## src/rtl/mmu_paged_pkg.sv

```systemverilog
// mmu_pkg: register map, control-bit positions and Q/E phase encoding shared by the
// paged MMU files.
package mmu_pkg;
    localparam logic [15:0] REG_CTL   = 16'hFF90;
    localparam logic [15:0] REG_TASK  = 16'hFF91;
    localparam logic [15:0] REG_SAVED = 16'hFF92;
    localparam logic [15:0] MAP_BASE  = 16'hFFA0;
    localparam logic [15:0] MAP_TOP   = 16'hFFBF;
    localparam int CTL_WPF = 7;
    localparam int CTL_EN  = 6;
    localparam logic [1:0] PH_I  = 2'b00;
    localparam logic [1:0] PH_Q  = 2'b10;
    localparam logic [1:0] PH_QE = 2'b11;
    localparam logic [1:0] PH_E  = 2'b01;
endpackage

```

## src/rtl/mmu_paged_if.sv

```systemverilog
// mmu_paged_if: CPU-side bus and memory-decode signals of the paged MMU.
interface mmu_paged_if #(parameter int PA_WIDTH = 6);
    logic                MRDY;
    logic [15:0]         ADDR;
    logic [7:0]          DIN;
    logic                BA;
    logic                BS;
    logic                RnW;
    logic                QX;
    logic                EX;
    logic [PA_WIDTH-1:0] QA;
    logic                nRD;
    logic                nWR;
    logic [7:0]          DOUT;
    logic                DOE;
    logic                WPFAULT;
    modport slave (input MRDY, ADDR, DIN, BA, BS, RnW,
                   output QX, EX, QA, nRD, nWR, DOUT, DOE, WPFAULT);
    modport master (output MRDY, ADDR, DIN, BA, BS, RnW,
                    input QX, EX, QA, nRD, nWR, DOUT, DOE, WPFAULT);
endinterface

```

## src/rtl/mmu_phase_gen.sv

```systemverilog
// mmu_phase_gen: Q/E generation from CLKX4 as a 4-state {QX,EX} FSM, with E held
// high while MRDY is low; efall marks the CLKX4 edge that leaves E.
module mmu_phase_gen
    import mmu_pkg::*;
(
    input  logic CLKX4,
    input  logic nRESET,
    input  logic MRDY,
    output logic QX,
    output logic EX,
    output logic efall
);
    logic [1:0] state_q, state_d;

    always_comb begin
        state_d = state_q == PH_I  ? PH_Q :
                  state_q == PH_Q  ? PH_QE :
                  state_q == PH_QE ? PH_E :
                  (MRDY ? PH_I : PH_E);
    end

    always_ff @(posedge CLKX4 or negedge nRESET) begin
        if (!nRESET) state_q <= PH_I;
        else         state_q <= state_d;
    end

    assign QX    = state_q[1];
    assign EX    = state_q[0];
    assign efall = (state_q == PH_E) && MRDY;
endmodule

```

## src/rtl/mmu_paged.sv

```systemverilog
// mmu_paged: per-task page translation with write protection, vector-fetch task
// switch and register readback; all register state commits on the edge leaving E.
module mmu_paged
    import mmu_pkg::*;
#(
    parameter int PAGE_BITS = 3,
    parameter int TASK_BITS = 1,
    parameter int PA_WIDTH  = 6
) (
    input  logic       CLKX4,
    input  logic       nRESET,
    mmu_paged_if.slave bus
);
    localparam int IW = TASK_BITS + PAGE_BITS;
    localparam int N  = 1 << IW;

    logic                 efall, ex;
    logic                 enmmu_q, enmmu_d, wpfault_q, wpfault_d, vec_prev_q, vec_prev_d;
    logic [1:0]           rommap_q, rommap_d;
    logic [TASK_BITS-1:0] task_q, task_d, saved_q, saved_d;
    logic [PA_WIDTH-1:0]  pa_q [N];
    logic [PA_WIDTH-1:0]  pa_d [N];
    logic [N-1:0]         wp_q, wp_d;
    logic [PAGE_BITS-1:0] page;
    logic [IW-1:0]        sel, map_idx;
    logic                 top_pg, hit_ctl, hit_task, hit_saved, in_win, map_ok;
    logic                 block, wr, vec, vfetch;
    logic [7:0]           rd_data, ctl_rd;

    mmu_phase_gen u_phase (
        .CLKX4 (CLKX4),
        .nRESET(nRESET),
        .MRDY  (bus.MRDY),
        .QX    (bus.QX),
        .EX    (ex),
        .efall (efall)
    );

    assign bus.EX    = ex;
    assign page      = bus.ADDR[15 -: PAGE_BITS];
    assign sel       = {task_q, page};
    assign top_pg    = bus.ADDR[15:8] == 8'hFF;
    assign hit_ctl   = bus.ADDR == REG_CTL;
    assign hit_task  = bus.ADDR == REG_TASK;
    assign hit_saved = bus.ADDR == REG_SAVED;
    assign in_win    = bus.ADDR >= MAP_BASE && bus.ADDR <= MAP_TOP;
    assign map_ok    = in_win && (32'(bus.ADDR[4:0]) < N);
    assign map_idx   = bus.ADDR[IW-1:0];
    assign block     = enmmu_q && wp_q[sel] && !top_pg;
    assign wr        = efall && !bus.RnW;
    assign vec       = !bus.BA && bus.BS;
    assign vfetch    = efall && vec && !vec_prev_q;

    assign bus.QA  = top_pg ? '1 : enmmu_q ? pa_q[sel] : PA_WIDTH'(page);
    assign bus.nRD = !(ex && bus.RnW);
    assign bus.nWR = !(ex && !bus.RnW && !block);
    assign bus.DOE = ex && bus.RnW && (hit_ctl || hit_task || hit_saved || in_win);
    assign bus.DOUT    = bus.DOE ? rd_data : 8'h00;
    assign bus.WPFAULT = wpfault_q;

    always_comb begin
        ctl_rd  = 8'(rommap_q) | (8'(wpfault_q) << CTL_WPF) | (8'(enmmu_q) << CTL_EN);
        rd_data = hit_ctl   ? ctl_rd :
                  hit_task  ? 8'(task_q) :
                  hit_saved ? 8'(saved_q) :
                  map_ok    ? (8'(pa_q[map_idx]) | {wp_q[map_idx], 7'b0}) : 8'h00;
    end

    // Vector fetch overrides any same-cycle TASK/SAVED write.
    always_comb begin
        enmmu_d    = wr && hit_ctl ? bus.DIN[CTL_EN] : enmmu_q;
        rommap_d   = wr && hit_ctl ? bus.DIN[1:0] : rommap_q;
        wpfault_d  = wr && hit_ctl ? 1'b0 : (wr && block) ? 1'b1 : wpfault_q;
        task_d     = vfetch ? '0 : (wr && hit_task) ? bus.DIN[TASK_BITS-1:0] : task_q;
        saved_d    = vfetch ? task_q : (wr && hit_saved) ? bus.DIN[TASK_BITS-1:0] : saved_q;
        vec_prev_d = efall ? vec : vec_prev_q;
        for (int i = 0; i < N; i++) begin
            pa_d[i] = (wr && map_ok && map_idx == IW'(i)) ? bus.DIN[PA_WIDTH-1:0] : pa_q[i];
            wp_d[i] = (wr && map_ok && map_idx == IW'(i)) ? bus.DIN[7] : wp_q[i];
        end
    end

    always_ff @(posedge CLKX4 or negedge nRESET) begin
        if (!nRESET) begin
            enmmu_q    <= 1'b0;
            rommap_q   <= 2'b00;
            wpfault_q  <= 1'b0;
            task_q     <= '0;
            saved_q    <= '0;
            vec_prev_q <= 1'b0;
            wp_q       <= '0;
            for (int i = 0; i < N; i++) pa_q[i] <= PA_WIDTH'(i % (1 << PAGE_BITS));
        end else begin
            enmmu_q    <= enmmu_d;
            rommap_q   <= rommap_d;
            wpfault_q  <= wpfault_d;
            task_q     <= task_d;
            saved_q    <= saved_d;
            vec_prev_q <= vec_prev_d;
            wp_q       <= wp_d;
            for (int i = 0; i < N; i++) pa_q[i] <= pa_d[i];
        end
    end
endmodule

```

## src/flat_wrapper.sv

```systemverilog
// flat-port wrapper written by rule: the top's interface ports become plain ports
module mmu_paged_flat import mmu_pkg::*;
#(
    parameter int PAGE_BITS = 3,
    parameter int TASK_BITS = 1,
    parameter int PA_WIDTH  = 6
)
  (CLKX4, nRESET, bus_MRDY, bus_ADDR, bus_DIN, bus_BA, bus_BS, bus_RnW, bus_QX, bus_EX, bus_QA, bus_nRD, bus_nWR, bus_DOUT, bus_DOE, bus_WPFAULT);
  mmu_paged_if #(.PA_WIDTH(PA_WIDTH)) bus_i ();
  input  logic CLKX4;
  input  logic nRESET;
  input wire logic [$bits(bus_i.MRDY)-1:0] bus_MRDY;
  input wire logic [$bits(bus_i.ADDR)-1:0] bus_ADDR;
  input wire logic [$bits(bus_i.DIN)-1:0] bus_DIN;
  input wire logic [$bits(bus_i.BA)-1:0] bus_BA;
  input wire logic [$bits(bus_i.BS)-1:0] bus_BS;
  input wire logic [$bits(bus_i.RnW)-1:0] bus_RnW;
  output wire logic [$bits(bus_i.QX)-1:0] bus_QX;
  output wire logic [$bits(bus_i.EX)-1:0] bus_EX;
  output wire logic [$bits(bus_i.QA)-1:0] bus_QA;
  output wire logic [$bits(bus_i.nRD)-1:0] bus_nRD;
  output wire logic [$bits(bus_i.nWR)-1:0] bus_nWR;
  output wire logic [$bits(bus_i.DOUT)-1:0] bus_DOUT;
  output wire logic [$bits(bus_i.DOE)-1:0] bus_DOE;
  output wire logic [$bits(bus_i.WPFAULT)-1:0] bus_WPFAULT;
  assign bus_i.MRDY = bus_MRDY;
  assign bus_i.ADDR = bus_ADDR;
  assign bus_i.DIN = bus_DIN;
  assign bus_i.BA = bus_BA;
  assign bus_i.BS = bus_BS;
  assign bus_i.RnW = bus_RnW;
  assign bus_QX = bus_i.QX;
  assign bus_EX = bus_i.EX;
  assign bus_QA = bus_i.QA;
  assign bus_nRD = bus_i.nRD;
  assign bus_nWR = bus_i.nWR;
  assign bus_DOUT = bus_i.DOUT;
  assign bus_DOE = bus_i.DOE;
  assign bus_WPFAULT = bus_i.WPFAULT;
  mmu_paged #(.PAGE_BITS(PAGE_BITS), .TASK_BITS(TASK_BITS), .PA_WIDTH(PA_WIDTH)) u_core (.CLKX4(CLKX4), .nRESET(nRESET), .bus(bus_i));
endmodule
```

## config.mk

```make
export PLATFORM = sky130hd
export DESIGN_NAME = mmu_paged_flat
export DESIGN_NICKNAME = d
export VERILOG_FILES = /design/src/rtl/mmu_paged_pkg.sv /design/src/rtl/mmu_paged_if.sv /design/src/rtl/mmu_phase_gen.sv /design/src/rtl/mmu_paged.sv /design/src/flat_wrapper.sv
export SDC_FILE = /design/constraint.sdc
export NUM_CORES = 1
export LEC_CHECK = 0
export CAP_MARGIN = 20
export CORE_MARGIN = 5
export CORE_UTILIZATION = 59
export CTS_BUF_LIST = sky130_fd_sc_hd__clkbuf_16
export CTS_CLUSTER_SIZE = 16
export DETAILED_ROUTE_END_ITERATION = 8
export GPL_ROUTABILITY_DRIVEN = 0
export PLACE_DENSITY = 0.85
export RECOVER_POWER = 50
export SLEW_MARGIN = 20
export SYNTH_ARGS = -nofsm -noshare
export SYNTH_HDL_FRONTEND = slang
export SYNTH_SLANG_ARGS = --single-unit
```

## constraint.sdc

```tcl
create_clock -name CLKX4 -period 3.14 [get_ports CLKX4]
set_input_delay 0.471 -clock CLKX4 [delete_from_list [all_inputs] [get_ports CLKX4]]
set_output_delay 0.471 -clock CLKX4 [all_outputs]
set_load 0.01 [all_outputs]
```

# After elaboration in Yosys (flattened, before gate mapping)
# Cells that the tools add are included.
totals:
  in_bits: 30
  n_memories: 0
  ff_bits: 121
  output_inout_bits: 20
  latchBits: 0
  ram_bits: 0
  romBits: 0
classes:
  n_shift: 0
  eq_ne: 22
  mul: 0
  n_reduce_logical: 49
  mux: 27
  n_div: 0
  n_bitwise: 5
  addsub: 0
  n_lt_le_gt_ge: 7
ops:
  columns: ["cell", "count"]
  rows:
  - ["6-bit binary-select mux with 4-bit select", 2]
  - ["16-bit == test, second input constant", 3]
  - ["8-bit two-way mux", 5]
  - ["6-bit two-way mux", 6]
  - ["1-bit logical AND", 34]
  - ["4-bit == test, second input constant", 8]
  - ["4-bit by 3-bit == test with 1-bit output, second input constant", 4]
  - ["16-bit >= comparator, second input constant", 1]
  - ["16-bit less-or-equal comparator, second input constant", 1]
  - ["5-bit >= comparator, second input constant", 2]
  - ["4-bit by 5-bit less-than comparator with 1-bit output, second input constant", 2]
  - ["1-bit two-way mux", 10]
  - ["4-bit inverter with 5-bit output", 2]
  - ["1-bit binary-select mux with 4-bit select", 2]
  - ["4-bit by 2-bit == test with 1-bit output, second input constant", 2]
  - ["8-bit == test, second input constant", 1]
  - ["2-bit by 8-bit OR with 8-bit output", 1]
  - ["6-bit by 8-bit OR with 8-bit output", 1]
  - ["8-bit by 7-bit OR with 8-bit output", 1]
  - ["1-bit zero test", 7]
  - ["2-bit nonzero test", 3]
  - ["5-bit less-than comparator, second input constant", 1]
  - ["2-bit == test, second input constant", 2]
  - ["4-bit by 1-bit == test with 1-bit output, second input constant", 1]
  - ["other kinds (5)", 8]

# Logic depth before layout (Yosys ltp)
# Gate-level depths: netlist (run 1).
logic_depth:
  word_depth: 10
  depth_mapped: 6
  ltp_nobuf: 4

# By module
# A second synthesis (run 1) with hierarchy kept.
hier_totals:
  cells_unflattened: 462
  area_unflattened_um2: 6867.8
modules_own_cells:
  columns: ["module", "cells_each", "instances", "area_each_um2", "seq_area_each_um2"]
  rows:
  - ["mmu_paged", 456, 1, 6791.5, 3007.9]
  - ["mmu_phase_gen", 6, 1, 76.3, 50.0]

# Least setup slack after synthesis (run 1)
# OpenSTA, ideal clock, no wires.
synth_timing:
  kind: "input port to output port"
  startpoint: "in bus_ADDR[1]"
  endpoint: "out bus_DOUT[5]"
  cell_stages: 5
  required_time_ns: 2.669
  n_path_buf: 2
  arrival_ns: 2.073
  slack_ns: 0.596
  path_cell_list: "clkbuf_1 > buf_1 > mux4_2 > mux4_2 > nor2b_1"
synth_via:
  elab_chain_cells: 10
synth_rtl:
  columns: ["item", "line_no", "source"]
  rows:
  - ["start, declared", "flat_wrapper.sv:13", "input wire logic [$bits(bus_i.ADDR)-1:0] bus_ADDR;"]
  - ["branches (longest 9 deep; another with 16-bit >= comparator)", null, null]
  - ["8-bit two-way mux *", "mmu_paged.sv:58", "assign bus.DOUT = bus.DOE ? rd_data : 8'h00;"]
  - ["end, declared", "flat_wrapper.sv:23", "output wire logic [$bits(bus_i.DOUT)-1:0] bus_DOUT;"]
# Every way passes the cells marked *. The select of a mux whose other input is x is not followed.

# Final worst setup path (run 1)
layout_timing:
  startpoint: "in bus_ADDR[15]"
  endpoint: "out bus_QA[2]"
layout_via:
  elab_chain_cells: 6
layout_rtl:
  columns: ["item", "line_no", "source"]
  rows:
  - ["4-bit inverter with 5-bit output (implied by the code)", "mmu_paged.sv:54", "assign bus.QA = top_pg ? '1 : enmmu_q ? pa_q[sel] : PA_WIDTH'(page);"]
  - ["6-bit binary-select mux with 4-bit select", "mmu_paged.sv:54", null]
  - ["6-bit two-way mux (implied by the code) (2 in series)", "mmu_paged.sv:54", null]
  - ["6-bit two-way mux", "mmu_paged.sv:54", null]
  - ["6-bit two-way mux *", "mmu_paged.sv:54", null]
  - ["end, declared", "flat_wrapper.sv:20", "output wire logic [$bits(bus_i.QA)-1:0] bus_QA;"]
# Every way passes the cells marked *; elsewhere a longest branch is shown, timed or not. The select of a mux whose other input is x is not followed.

==> impl_metrics.ini, run 1 <==
[run_status]
status = finished with violations
violations = capacitance limit, slew limit

[floorplan]
fp.dieH_um = 117
initial_core_util_pct = 59.9
core_area_um2 = 11400
rows = 39
ios = 50
chipWidth_um = 117
fp.dieArea_um2 = 13800

[synth]
synth_xor_area_share_pct = 0
synth_compound_area_share_pct = 3.55
syn_inst = 461
yosys.cell_types.count = 51
ys_ff_latch = 121
synth_top_family_by_area = multiplexers
syn-cell-area_um2 = 6810
yosys_warnings = 0
synth-adder-area-share_pct = 0
synth-main-ff-cell = dfrtp_1
ys_seq_area_share_pct = 44.9
syn_nets = 491
yosys.area_share.simple_pct = 7.37
synth-edff-count = 0
syn_area_per_cell_um2 = 14.8
synthArstFlopShare_pct = 100
synthMuxAreaShare_pct = 41.7

[power]
seq_power_share_pct = 40.6
clkPwrFrac_pct = 50.5
power_density_nw_per_um2 = 469
comb_power_share_pct = 8.9
total_power_w = 0.00397
swShare_pct = 23.2
switching_power_w = 0.000922
p_int_w = 0.00305
leakagePower_nw = 3.80
ir_drop_v = 0.000727

[drt]
totalWireLength_um = 18800
met3_length_um = 1870
wl_per_cell_um = 26.5
met1_length_um = 7020
top_layer_used = met4
drt-pass1-iter-count = 5
drt_iter0_markers = 529
viasPerCell = 6.92
met2_length_um = 8890
ant_nets = 0
vias = 4906
drc = 0

[global_routing]
antenna_found_initial = 0
grt-ovfl-total = 0
grt_max_degree = 61
grt_pass1_vias = 5221
grt_first_pass_wirelength_um = 29800
grt.total_usage_pct = 28.2

[setup_path]
worstPathArrival_ns = 2.63
critPathKind = in2out
critical_path_required_ns = 2.67
reg2reg_from = u_core.u_phase.state_q[1]
cp_max_fo = 9
startpoint = bus_ADDR[15]
cp-end-kind = output port
worstSetupStartpointType = input pin

[clock_tree]
cts-root-buf = clkbuf_16
htreeDepth = 4
numCtsBuffers = 17
cts_num_sinks = 121
clk_pin_slew_ns = 0.05
cts.path.max_buffers = 2
insertion_delay_ns = 0.42
cts_tree = built

[sta]
finalHoldViolations = 0
maxSlewViolCount = 32
fmax_mhz = 323
setup_violations = 0
fin_crit_sh_pct = 98.7
rsz0062_at_grt = false
fin_skew_ns = 0.00836
finalCriticalPeriod_ns = 3.10
max_slew.worst_pin.slew_ns = 1.82
relSlewSlack_pct = -21.3

[layout]
utilization_pct = 74.5
drive_above_1_share_pct = 51.9
diodes = 0
fin_nets = 583
area_growth_pct = 24.3

[worst_hold_path]
hold_start = u_core.rommap_q[0]
worstHoldPathType = reg2reg

[place]
io_buffers = 49
dp_hpwl_um = 12500

[job]
cap_viol_max_count = 1
==> metal layers <==
layer  global-route usage, %  vias to the layer above
met1                    35.2                     2465
met4                    15.4                        0
met3                    10.2                      100
met5                       0                        -
li1                        -                     2014
met2                    42.8                      327
==> placed cells by master (no fill, tap or decap), types with 5 or more instances in the layout <==
cell	n
mux2_2	103
dfrtp_1	97
mux4_2	56
buf_4	47
clkdlybuf4s50_1	34
dfstp_2	24
mux2i_1	18
clkbuf_16	17
nand3_1	14
mux2_4	14
nand2_1	13
nor2b_1	9
inv_1	7
buf_12	7
nand2b_1	5
o21ai_0	5
nor2_1	5
dlygate4sd3_1	5
==> path summary, 6_finish.rpt <==
check	slack, ns	depth (start not counted)	endpoint
worst max-delay path	0.04	6	bus_QA[2]
worst min-delay path	0.50	1	u_core.rommap_q[0]
worst max register to register	0.68	5	u_core.pa_q[66]
worst min register to register	0.50	1	u_core.rommap_q[0]
max in group asynchronous	0.49	3	u_core.pa_q[57]
min in group asynchronous	1.08	2	u_core.wp_q[9]
==> cells in the mapped netlist, types with 6 or more instances <==
cell	n	area [um^2]
mux2_2	103	1160
dfrtp_1	97	2430
mux4_2	56	1260
dfstp_2	24	631
clkbuf_1	20	75.1
mux2i_1	18	180
mux2_4	14	210
nand3_1	14	70.1
nand2_1	13	48.8
nor2b_1	9	56.3
buf_2	6	30.0
==> metrics by stage <==
stage	area, um^2	cells	hold slack (ns)	TNS [ns]	worst slack (ns)
after floorplan	6810	461	0.175	0	0.596
after global placement	7820	675	0.427	-1.35	-0.147
after detailed placement	7820	675	0.437	-1.56	-0.229
after CTS	8450	709	0.502	0	0.00947
after global routing	8470	709	0.519	0	0.00489
final	8470	709	0.500	0	0.0393
==> state kept, by name, indices dropped and copies added (netlist names), named ones only <==
register                cells
u_core.pa_q                96
u_core.wp_q                16
u_core.rommap_q             2
u_core.bus.WPFAULT          1
u_core.enmmu_q              1
u_core.saved_q              1
u_core.task_q               1
u_core.u_phase.state_q      1
u_core.vec_prev_q           1
==> area by class of cell <==
type,count,area (um^2)
Sequential cell,121,3060
Tap cell,143,179
Clock buffer,17,425
Timing Repair Buffer,107,996
Multi-Input combinational cell,300,3600
Clock inverter,15,185
Inverter,6,22.5
Fill cell,638,2900
==> power by group through the flow <==
stage	sequential (W)	combinational, W	clock, W
after floorplan	0.00164	0.000158	0
after global placement	0.00163	0.000348	0
after detailed placement	0.00164	0.000354	0
after CTS	0.00161	0.000358	0.00203
after global routing	0.00161	0.000383	0.00210
final	0.00161	0.000355	0.00201
==> repair_timing <==
action,in CTS,in global routing
setup endpoints to repair,15,11
buffers inserted,1,0
gates resized for setup,5,8
hold endpoints to repair,24,0
pin swaps,1,0
hold buffers,1,0
==> cell families after synthesis <==
| logic type | Yosys count |
|---|---|
| AO/OA/AOI/OAI | 32 |
| buffers and inverters | 40 |
| flip-flops | 121 |
| multiplexers | 192 |
| AND/OR/NAND/NOR | 76 |
==> worst max-delay path, cell delays in order <==
cell             delay [ns]
clkdlybuf4s50_1        0.55
buf_6                  0.20
and4_4                 0.25
nand2_1                0.25
o311ai_0               0.26
clkdlybuf4s50_1        0.64
Power figures use the tool's default switching activity.
==> run 2: changes to the inputs <==
Settings changed: PLACE_DENSITY 0.85 to 0.91.
==> impl_metrics.ini, run 2 (same netlist as run 1, synthesis figures left out) <==
[setup_path]
cp_slowest_cell = clkdlybuf4s50_1
critical_path_required_ns = 2.67
crit_top_cell = clkdlybuf4s50_1
cp_max_fo = 3
cp-end-kind = output port
critPathKind = in2out
crit_chain = clkdlybuf4s50_1 -> nor3b_1 -> nand4_1 -> nor4_2 -> buf_4 -> o2bb2ai_1 -> clkdlybuf4s50_1
path_buf_inv = 3
max_stage_delay_ns = 0.57
worstPathArrival_ns = 2.67
worstSetupStartpointType = input pin
crit_family = buffers and inverters

[sta]
finalCriticalPeriod_ns = 3.14
fin_crit_sh_pct = 100
max_slew.worst_pin.slew_ns = 1.46
relSlewSlack_pct = 2.81
fin_skew_ns = 0.00802
fmax_mhz = 318
setup_violations = 1
finalHoldViolations = 0
maxSlewViolCount = 0
fin_ws_ns = -0.00112

[global_routing]
grt_first_pass_wirelength_um = 31500
grt_pass1_vias = 5360
antenna_found_initial = 0
grt.total_usage_pct = 29.5
grt_max_degree = 66
grt-ovfl-total = 0

[drt]
vias = 5004
drc = 0
totalWireLength_um = 19800
drt_iter0_markers = 591
viasPerCell = 7.06
wl_per_cell_um = 27.9
ant_nets = 0
drt-pass1-iter-count = 5

[power]
ir_drop_v = 0.000529
total_power_w = 0.00396
power_density_nw_per_um2 = 470
leakagePower_nw = 3.81

[floorplan]
fp.dieH_um = 117
core_area_um2 = 11400
ios = 50
rows = 39
chipWidth_um = 117
fp.dieArea_um2 = 13800
initial_core_util_pct = 59.9

[layout]
mostFrequentLayoutCell = mux2_2
utilization_pct = 74.0
largest_reg_flops = 96
diodes = 0
top_regs = u_core.pa_q x96, u_core.wp_q x16, u_core.rommap_q x2
n_fill_cell = 629
fin_nets = 583
layout_common_cells = mux2_2, dfrtp_1, mux4_2
regMostFlops = u_core.pa_q
multi_input_area_um2 = 3590
drive_above_1_share_pct = 51.8
area_growth_pct = 23.5
regArea_um2 = 3060

[worst_hold_path]
worstHoldPathType = in2async

[clock_tree]
insertion_delay_ns = 0.41
cts-root-buf = clkbuf_16
cts_num_sinks = 121
clk_pin_slew_ns = 0.05
numCtsBuffers = 17
cts.path.max_buffers = 2
htreeDepth = 4
cts_tree = built
postCtsSetupBuffers = 0

[place]
dp_hpwl_um = 13000
io_buffers = 49

[job]
cap_viol_max_count = 0

[run_status]
violations = setup timing
status = finished with violations
==> run 2: changes by cell type in the layout (fill, tap and decap cells not counted), moves of 2 or more <==
cell / delta
buf_12: -3
buf_2: -2
buf_4: +7
clkbuf_1: -2
clkdlybuf4s50_1: +2
clkinvlp_4: -3
dlygate4sd3_1: -2
inv_1: +4
==> run 2: layout make-up <==
type                       count  share of cell area (%)
tap                          143                    2.13
multi-input combinational    300                    42.7
clock inverter                15                    2.02
clock buffer                  17                    5.06
timing repair buffer         107                    11.5
sequential                   121                    36.3
inverter                       6                   0.268
==> run 2: through the flow <==
stage / instances / setup WS (ns) / TNS (ns) / cell area, um^2 / hold slack [ns]
floorplan: 461 / 0.596 / 0 / 6810 / 0.175
finish: 709 / -0.00112 / -0.00112 / 8420 / 0.384
global placement: 677 / -0.0904 / -0.162 / 7810 / 0.497
CTS: 709 / 0.0152 / 0 / 8410 / 0.146
detailed placement: 677 / -0.140 / -0.476 / 7810 / 0.489
global route: 709 / -0.103 / -0.180 / 8420 / 0.509
==> run 2: path summary, 6_finish.rpt <==
check / start / slack, ns / end / cells after the start
min in group CLKX4: u_core.rommap_q[0] / 0.51 / u_core.rommap_q[0] / 1
min: nRESET / 0.38 / u_core.pa_q[43] / 1
min reg2reg: u_core.rommap_q[0] / 0.51 / u_core.rommap_q[0] / 1
max reg2reg: u_core.u_phase.state_q[1] / 0.82 / u_core.pa_q[74] / 6
max: bus_ADDR[4] / -0.001 / bus_DOUT[7] / 7
max in group asynchronous: nRESET / 0.63 / u_core.pa_q[57] / 2
==> run 2: report_power, final <==
group	switching [W]	leakage, nW	internal (W)
combinational	0.000197	1.89	0.000154
clock	0.000690	0.315	0.00130
sequential	0.0000267	1.60	0.00159
==> run 2: worst reg2reg max path, delay by kind of cell, from the launching register on <==
family | cells | cell delay (ns)
buffers and inverters | 2 | 0.42
DFF | 1 | 0.40
and+or+nand+nor | 3 | 1.08
muxes | 1 | 0.30
==> run 2: what timing repair did <==
item | in CTS | in global routing
resized for setup | 5 | 7
gates cloned | 0 | 0
hold buffers | 0 | 0
setup endpoints to repair | 9 | 8
==> run 2: per-layer routing <==
layer	share of wire [%]	global-route usage [%]
met4	5.3	15.2
met3	9.4	9.14
met5	0	0
met1	38	38.3
met2	47	44.9
